[src/rtl/cv32e40p_apu_core_pkg.sv]
`default_nettype none
// ============================================================================
// Module      : cv32e40p_apu_core_pkg
// Description : Shared types, op-class encodings and latency lookup for the
//               APU responder.
// Revision    : 1.0 - initial release
// ============================================================================
package cv32e40p_apu_core_pkg;

   // Responder FSM state encoding
   typedef enum logic [1:0] {
      RESP_IDLE = 2'd0,
      RESP_WAIT = 2'd1,
      RESP_BUSY = 2'd2
   } apu_resp_state_e;

   // Operation classes selected by op[1:0]
   localparam logic [1:0] APU_CLS_ADD  = 2'd0;
   localparam logic [1:0] APU_CLS_SUB  = 2'd1;
   localparam logic [1:0] APU_CLS_XOR  = 2'd2;
   localparam logic [1:0] APU_CLS_PACK = 2'd3;

   // Latency of a class, picked from a packed table {LAT3,LAT2,LAT1,LAT0}
   function automatic logic [3:0] apu_resp_lat(input logic [1:0]  cls,
                                                input logic [15:0] lat_tab);
      logic [3:0] lat;
      case (cls)
         APU_CLS_ADD:  lat = lat_tab[3:0];
         APU_CLS_SUB:  lat = lat_tab[7:4];
         APU_CLS_XOR:  lat = lat_tab[11:8];
         default:      lat = lat_tab[15:12];
      endcase
      return lat;
   endfunction

endpackage
`default_nettype wire

[src/rtl/cv32e40p_apu_resp_datapath.sv]
`default_nettype none
// ============================================================================
// Module      : cv32e40p_apu_resp_datapath
// Description : Combinational result and upstream flags for one APU payload.
// Revision    : 1.0 - initial release
// ============================================================================
module cv32e40p_apu_resp_datapath
   import cv32e40p_apu_core_pkg::*;
#(
   parameter int APU_NARGS    = 3,
   parameter int APU_WOP      = 6,
   parameter int APU_NUSFLAGS = 5
) (
   input  logic [APU_WOP-1:0]        i_op,
   input  logic [APU_NARGS*32-1:0]   i_operands,
   output logic [31:0]               o_result,
   output logic [APU_NUSFLAGS-1:0]   o_flags
);

   logic [31:0] w_a;
   logic [31:0] w_b;
   logic [31:0] w_c;
   logic        w_unused_op;

   assign w_a = i_operands[31:0];
   assign w_b = i_operands[63:32];
   assign w_c = i_operands[95:64];

   // Only op[4:0] carry meaning here; the top bit is ignored
   assign w_unused_op = ^i_op;

   // Result per class, wrapping modulo 2^32
   always_comb begin
      o_result = 32'd0;
      case (i_op[1:0])
         APU_CLS_ADD:  o_result = w_a + w_b;
         APU_CLS_SUB:  o_result = w_a - w_b;
         APU_CLS_XOR:  o_result = w_a ^ w_b ^ w_c;
         APU_CLS_PACK: o_result = {w_a[15:0], w_b[15:0]};
         default:      o_result = 32'd0;
      endcase
   end

   // Flags: op modifier bits, sign and zero of the result
   always_comb begin
      o_flags = APU_NUSFLAGS'({i_op[4:2], o_result[31], (o_result == 32'd0)});
   end

endmodule
`default_nettype wire

[src/rtl/cv32e40p_apu_responder.sv]
`default_nettype none
// ============================================================================
// Module      : cv32e40p_apu_responder
// Description : Responder for the core's APU req/gnt/rvalid interface with a
//               configurable grant delay, per-class latency and a sticky
//               requester protocol-violation flag. One transaction in flight.
// Revision    : 1.0 - initial release
// ============================================================================
module cv32e40p_apu_responder
   import cv32e40p_apu_core_pkg::*;
#(
   parameter int APU_NARGS    = 3,
   parameter int APU_WOP      = 6,
   parameter int APU_NDSFLAGS = 15,
   parameter int APU_NUSFLAGS = 5,
   parameter int GNT_DLY      = 0,
   parameter int LAT_C0       = 1,
   parameter int LAT_C1       = 2,
   parameter int LAT_C2       = 4,
   parameter int LAT_C3       = 8
) (
   input  logic                      clk_i,
   input  logic                      rst_i,
   input  logic                      apu_req_i,
   input  logic [APU_NARGS*32-1:0]   apu_operands_i,
   input  logic [APU_WOP-1:0]        apu_op_i,
   input  logic [APU_NDSFLAGS-1:0]   apu_flags_i,
   output logic                      apu_gnt_o,
   output logic                      apu_rvalid_o,
   output logic [31:0]               apu_result_o,
   output logic [APU_NUSFLAGS-1:0]   apu_flags_o,
   output logic                      busy_o,
   output logic                      proto_err_o
);

   localparam logic [1:0]  c_ST_IDLE = RESP_IDLE;
   localparam logic [1:0]  c_ST_WAIT = RESP_WAIT;
   localparam logic [1:0]  c_ST_BUSY = RESP_BUSY;
   localparam logic [3:0]  c_GNT_DLY = 4'(GNT_DLY);
   localparam logic [15:0] c_LAT_TAB = {4'(LAT_C3), 4'(LAT_C2), 4'(LAT_C1), 4'(LAT_C0)};

   logic [1:0]                r_state;
   logic [3:0]                r_wait_cnt;
   logic [3:0]                r_lat_cnt;
   logic [APU_WOP-1:0]        r_op;
   logic [APU_NARGS*32-1:0]   r_operands;
   logic [APU_NDSFLAGS-1:0]   r_ds_flags;
   logic                      r_rvalid;
   logic [31:0]               r_result;
   logic [APU_NUSFLAGS-1:0]   r_flags;
   logic                      r_proto_err;

   logic                      w_accept;
   logic [3:0]                w_lat;
   logic                      w_rvalid_set;
   logic [APU_WOP-1:0]        w_dp_op;
   logic [APU_NARGS*32-1:0]   w_dp_operands;
   logic [31:0]               w_dp_result;
   logic [APU_NUSFLAGS-1:0]   w_dp_flags;
   logic                      w_payload_diff;
   logic                      w_unused_ds;

   assign apu_gnt_o    = apu_req_i && (r_state != c_ST_BUSY) && (r_wait_cnt == c_GNT_DLY);
   assign w_accept     = apu_gnt_o;
   assign w_lat        = apu_resp_lat(apu_op_i[1:0], c_LAT_TAB);
   assign w_payload_diff = (apu_op_i != r_op) || (apu_operands_i != r_operands);

   // rvalid is raised for the next cycle either by a single-cycle accept or
   // by the last BUSY cycle of a multicycle transaction
   assign w_rvalid_set = (w_accept && (w_lat == 4'd1)) ||
                         ((r_state == c_ST_BUSY) && (r_lat_cnt == 4'd1));

   // A single-cycle accept needs its result at the same edge the payload is
   // latched, so the live inputs feed the datapath during accept
   assign w_dp_op       = w_accept ? apu_op_i       : r_op;
   assign w_dp_operands = w_accept ? apu_operands_i : r_operands;

   assign w_unused_ds = ^r_ds_flags;

   cv32e40p_apu_resp_datapath #(
      .APU_NARGS    (APU_NARGS),
      .APU_WOP      (APU_WOP),
      .APU_NUSFLAGS (APU_NUSFLAGS)
   ) u_datapath (
      .i_op       (w_dp_op),
      .i_operands (w_dp_operands),
      .o_result   (w_dp_result),
      .o_flags    (w_dp_flags)
   );

   // FSM and latency countdown; r_lat_cnt holds remaining BUSY cycles
   always_ff @(posedge clk_i) begin
      if (rst_i) begin
         r_state   <= c_ST_IDLE;
         r_lat_cnt <= 4'd0;
      end else begin
         case (r_state)
            c_ST_IDLE, c_ST_WAIT: begin
               if (w_accept) begin
                  if (w_lat > 4'd1) begin
                     r_state   <= c_ST_BUSY;
                     r_lat_cnt <= w_lat - 4'd1;
                  end else begin
                     r_state   <= c_ST_IDLE;
                  end
               end else if (apu_req_i) begin
                  r_state <= c_ST_WAIT;
               end else begin
                  r_state <= c_ST_IDLE;
               end
            end
            c_ST_BUSY: begin
               r_lat_cnt <= r_lat_cnt - 4'd1;
               if (r_lat_cnt == 4'd1) begin
                  r_state <= c_ST_IDLE;
               end
            end
            default: r_state <= c_ST_IDLE;
         endcase
      end
   end

   // Grant-delay counter: cycles of req held outside BUSY, saturating
   always_ff @(posedge clk_i) begin
      if (rst_i || (r_state == c_ST_BUSY) || !apu_req_i || w_accept) begin
         r_wait_cnt <= 4'd0;
      end else if (r_wait_cnt != c_GNT_DLY) begin
         r_wait_cnt <= r_wait_cnt + 4'd1;
      end
   end

   // Payload latch: first request cycle (reference for the checker) and accept
   always_ff @(posedge clk_i) begin
      if (rst_i) begin
         r_op       <= '0;
         r_operands <= '0;
         r_ds_flags <= '0;
      end else if (w_accept || ((r_state == c_ST_IDLE) && apu_req_i)) begin
         r_op       <= apu_op_i;
         r_operands <= apu_operands_i;
         r_ds_flags <= apu_flags_i;
      end
   end

   // Response registers: pulse rvalid and hold result/flags until next rvalid
   always_ff @(posedge clk_i) begin
      if (rst_i) begin
         r_rvalid <= 1'b0;
         r_result <= 32'd0;
         r_flags  <= '0;
      end else begin
         r_rvalid <= w_rvalid_set;
         if (w_rvalid_set) begin
            r_result <= w_dp_result;
            r_flags  <= w_dp_flags;
         end
      end
   end

   // Sticky checker: while waiting for grant, req must stay high and stable
   always_ff @(posedge clk_i) begin
      if (rst_i) begin
         r_proto_err <= 1'b0;
      end else if ((r_state == c_ST_WAIT) && (!apu_req_i || w_payload_diff)) begin
         r_proto_err <= 1'b1;
      end
   end

   assign apu_rvalid_o = r_rvalid;
   assign apu_result_o = r_result;
   assign apu_flags_o  = r_flags;
   assign busy_o       = (r_state == c_ST_BUSY);
   assign proto_err_o  = r_proto_err;

endmodule
`default_nettype wire

[config.mk]
export PLATFORM = sky130hd
export DESIGN_NAME = cv32e40p_apu_responder
export DESIGN_NICKNAME = d
export VERILOG_FILES = /design/src/rtl/cv32e40p_apu_core_pkg.sv /design/src/rtl/cv32e40p_apu_resp_datapath.sv /design/src/rtl/cv32e40p_apu_responder.sv
export SDC_FILE = /design/constraint.sdc
export NUM_CORES = 1
export LEC_CHECK = 0
export ABC_AREA = 0
export BUFFER_PORTS_ARGS = -buffer_cell sky130_fd_sc_hd__buf_2
export CELL_PAD_IN_SITES_DETAIL_PLACEMENT = 1
export CELL_PAD_IN_SITES_GLOBAL_PLACEMENT = 2
export CORE_MARGIN = 3
export CORE_UTILIZATION = 30
export DETAILED_ROUTE_END_ITERATION = 8
export PLACE_DENSITY = 0.82
export SLEW_MARGIN = 0
export SYNTH_ARGS = -nofsm -noshare
export SYNTH_HDL_FRONTEND = slang
export SYNTH_SLANG_ARGS = --single-unit
[constraint.sdc]
create_clock -name clk_i -period 5.2 [get_ports clk_i]
set_clock_uncertainty 0.05 [all_clocks]
set_input_delay 0.78 -clock clk_i [delete_from_list [all_inputs] [get_ports clk_i]]
set_output_delay 0.78 -clock clk_i [all_outputs]
set_load 0.01 [all_outputs]
==> summary.txt <==
Job
  – MaxCap Viol Count: 0

Synth
  – Post-synth EDFFs: 0
  – YS warnings: 0
  – Post-Synthesis Cell Area: 12100 um2
  – Cells after synthesis: 1683
  – Post-synth cell types: 82
  – Main synth FF type: dfxtp_1
  – Syn Nets: 1839
  – Synth Register Bits: 150
  – Sequential fraction of the synthesis area: between 20 and 25%
  – FFs w/ async S/R, synth: 0%
  – Mean post-synth cell area: 7.19 um2

Power and ir drop
  – Sw Share: 42.9%
  – Combinational power share: 50.9%
  – Leak Pwr: 6.61 nW
  – Max rail drop VDD: 0.255 mV
  – Sw Pwr: 0.00229 W
  – Tot Pwr: 0.00534 W
  – Pwr/cell area: 341 nW/um2
  – Int Power: 0.00305 W
  – Seq pwr share: 25.4%
  – Clk network pwr share: 23.7%

Setup path
  – CP Launch Type: flop
  – Cell family with most CP delay: simple AND/OR/NAND/NOR gates
  – CP most frequent cell: buf_4
  – Worst path arrival time: 5.45 ns
  – CP max-delay cell: or3_4
  – Buf/Inv on CP: 4
  – CP max FO: 5
  – Critical Path Max Stage Delay: 0.37 ns
  – Crit path kind: reg -> reg
  – R2r setup slk: 0.08 ns
  – WP data required: 5.53 ns
  – Critical Path Sink Type: flop

Timing
  – Slew @ Worst Pin: 0.959 ns
  – Slew HR: between 30% and 40%
  – Count of final hold-check violations: 0
  – # setup viols final: 0
  – Setup WS post-layout: 0.0808 ns
  – Hold_ws: 0.405 ns
  – RSZ-0062 raised after global routing: true
  – Setup TNS Final: 0 ns
  – Min Clock Period, post-route: 5.12 ns
  – Max Fclk: around 200 MHz
  – Period utilisation layout: 98.4%
  – Final slew viol count: 0

Route
  – Via/cell ratio: 5.51
  – WL per Instance: 24.4 um
  – Via count: 13.7k
  – Drt first pass iters: 6
  – # DRC: 0
  – Aggregate routed wire length: 60700 um
  – Post-DRT Antenna Nets: 0
  – Number of DRC markers in iteration 0: 1191

Global route
  – Number of global-route vias before repair: 13.6k
  – Largest net degree at the start of global routing: 75
  – GR Overflow Total: 0
  – Tot GR Track Use: 28.2%
  – Wire length of the first global-routing pass: 89100 um
  – Initial antenna violation count: 0

Cells and area
  – Share of cells above drive strength 1: 24.0%
  – Most common cell after layout, fill and taps aside: nand2_1
  – Multi-input logic area: 8750 um2
  – Area grow syn2layout: 29.5%
  – Nets: ~2.1k
  – N_diodes: 0
  – Fillers: about 4.9k
  – Design Area, Final: 15700 um2
  – Storage element area: between 3000 and 4000 um2
  – Most frequent cells in the layout: nand2_1, buf_4, a21oi_1, dfxtp_1, buf_2

Floorplan
  – # rows: just over 70
  – DIE HEIGHT: about 210 um
  – IO Count: 161
  – Core Box Area: 39300 um2
  – Starting Density: 30.8%
  – Die W: 207 um
  – Die area: 42800 um2

Clocking
  – CTS Sinks: 150
  – H-tree levels: 4
  – Worst-skew pair later-pin latency: 0.48 ns
  – Clock Tree Buf Depth: 2
  – Number of CTS-inserted buffers: 17
  – Clock Root Buffer: clkbuf_16
  – CTS Hold Bufs: 0
  – CTS clk-pin slew, worst paths: about 0.070 ns
  – CTS tree: yes

Placed design
  – Placed instance area: approximately 15000 um2
  – Place WS: -0.392 ns
  – Detailed Place HPWL: about 48000 um
  – RD Place Congestion: 0.996
  – PortBufs: approximately 150

Hold path
  – HP Class: reg -> reg

Outcome
  – Outcome: finished, final reports clean
## cell families (layout without fill, tap and decap cells)
group,count (synthesis),in the layout,synth area share (%)
compound gates,443,443,23.5
xor+xnor,218,218,15.9
fa+ha+maj,36,36,3.78
buf+inv,177,463,5.98
flops,150,150,24.8
mux,37,37,3.11
simple gates,622,622,22.9
## synthesized netlist by cell type, drive strengths merged, types with 26 or more instances
cell type | instances | area (um2)
nor4 | 26 | 163
xor2 | 93 | 815
nand2 | 335 | 1260
inv | 68 | 260
mux2i | 35 | 350
nor3 | 33 | 165
ha | 35 | 438
a21oi | 178 | 891
a211oi | 34 | 265
buf | 28 | 158
clkbuf | 81 | 305
o21ai | 70 | 350
nor2 | 112 | 420
xnor2 | 124 | 1090
dfxtp | 150 | 3000
nand4 | 27 | 169
## layout make-up
type	instances	area share (%)
multi-input combinational	1356	55.8
clock inverter	13	0.719
timing repair inverter	1	0.0559
tap	518	4.14
inverter	68	1.68
clock buffer	19	2.89
sequential	150	19.2
timing repair buffer	362	15.5
## final timing paths
path	from	endpoint	cells after the start
setup / recovery	r_wait_cnt[1]	apu_flags_o[0]	26
hold / removal	apu_result_o[0]	apu_result_o[0]	2
setup reg to reg	r_wait_cnt[1]	apu_flags_o[0]	26
hold reg to reg	apu_result_o[0]	apu_result_o[0]	2
## state kept, by name, indices dropped and copies added (netlist names)
register and count:
r_lat_cnt 4, r_wait_cnt 4, proto_err_o 1, r_state 2, apu_result_o 31, apu_flags_o 5, apu_rvalid_o 1, r_operands 96
r_op 6
## metrics by stage
step	utilization [%]	cells
3_3_place_gp	37.1	2433
6_report	39.9	2487
2_1_floorplan	-	1683
4_1_cts	39.2	2482
3_5_place_dp	37.1	2433
5_1_grt	39.9	2487
## timing repair
action,in CTS,in global routing
setup buffers,17,7
setup endpoints to repair,3,9
gates resized for setup,34,56
gates cloned,1,0
endpoints found under the hold margin,0,0
pin swaps,21,34
## power by group through the flow
stage | clock network, W | registers (W) | logic, W
after floorplan | 0 | 0.00135 | 0.00139
after global placement | 0 | 0.00137 | 0.00246
after detailed placement | 0 | 0.00138 | 0.00251
after CTS | 0.00130 | 0.00135 | 0.00259
after global routing | 0.00133 | 0.00137 | 0.00293
final | 0.00127 | 0.00136 | 0.00272
## worst min-delay path, cell delays in order, from the launching register on
cell     delay [ns]
dfxtp_1        0.31
nand2_1        0.05
a21oi_1        0.05
## layer usage
layer  track usage (%)  vias to the layer above  part of all wire, %
li1                  -                     6446                    -
met1              40.2                     6737                   47
met2              44.1                      441                   44
met3              3.98                       72                  6.0
met4              8.93                        0                  2.7
met5                 0                        -                    0
Note: power is estimated with default switching activity, not from simulation.
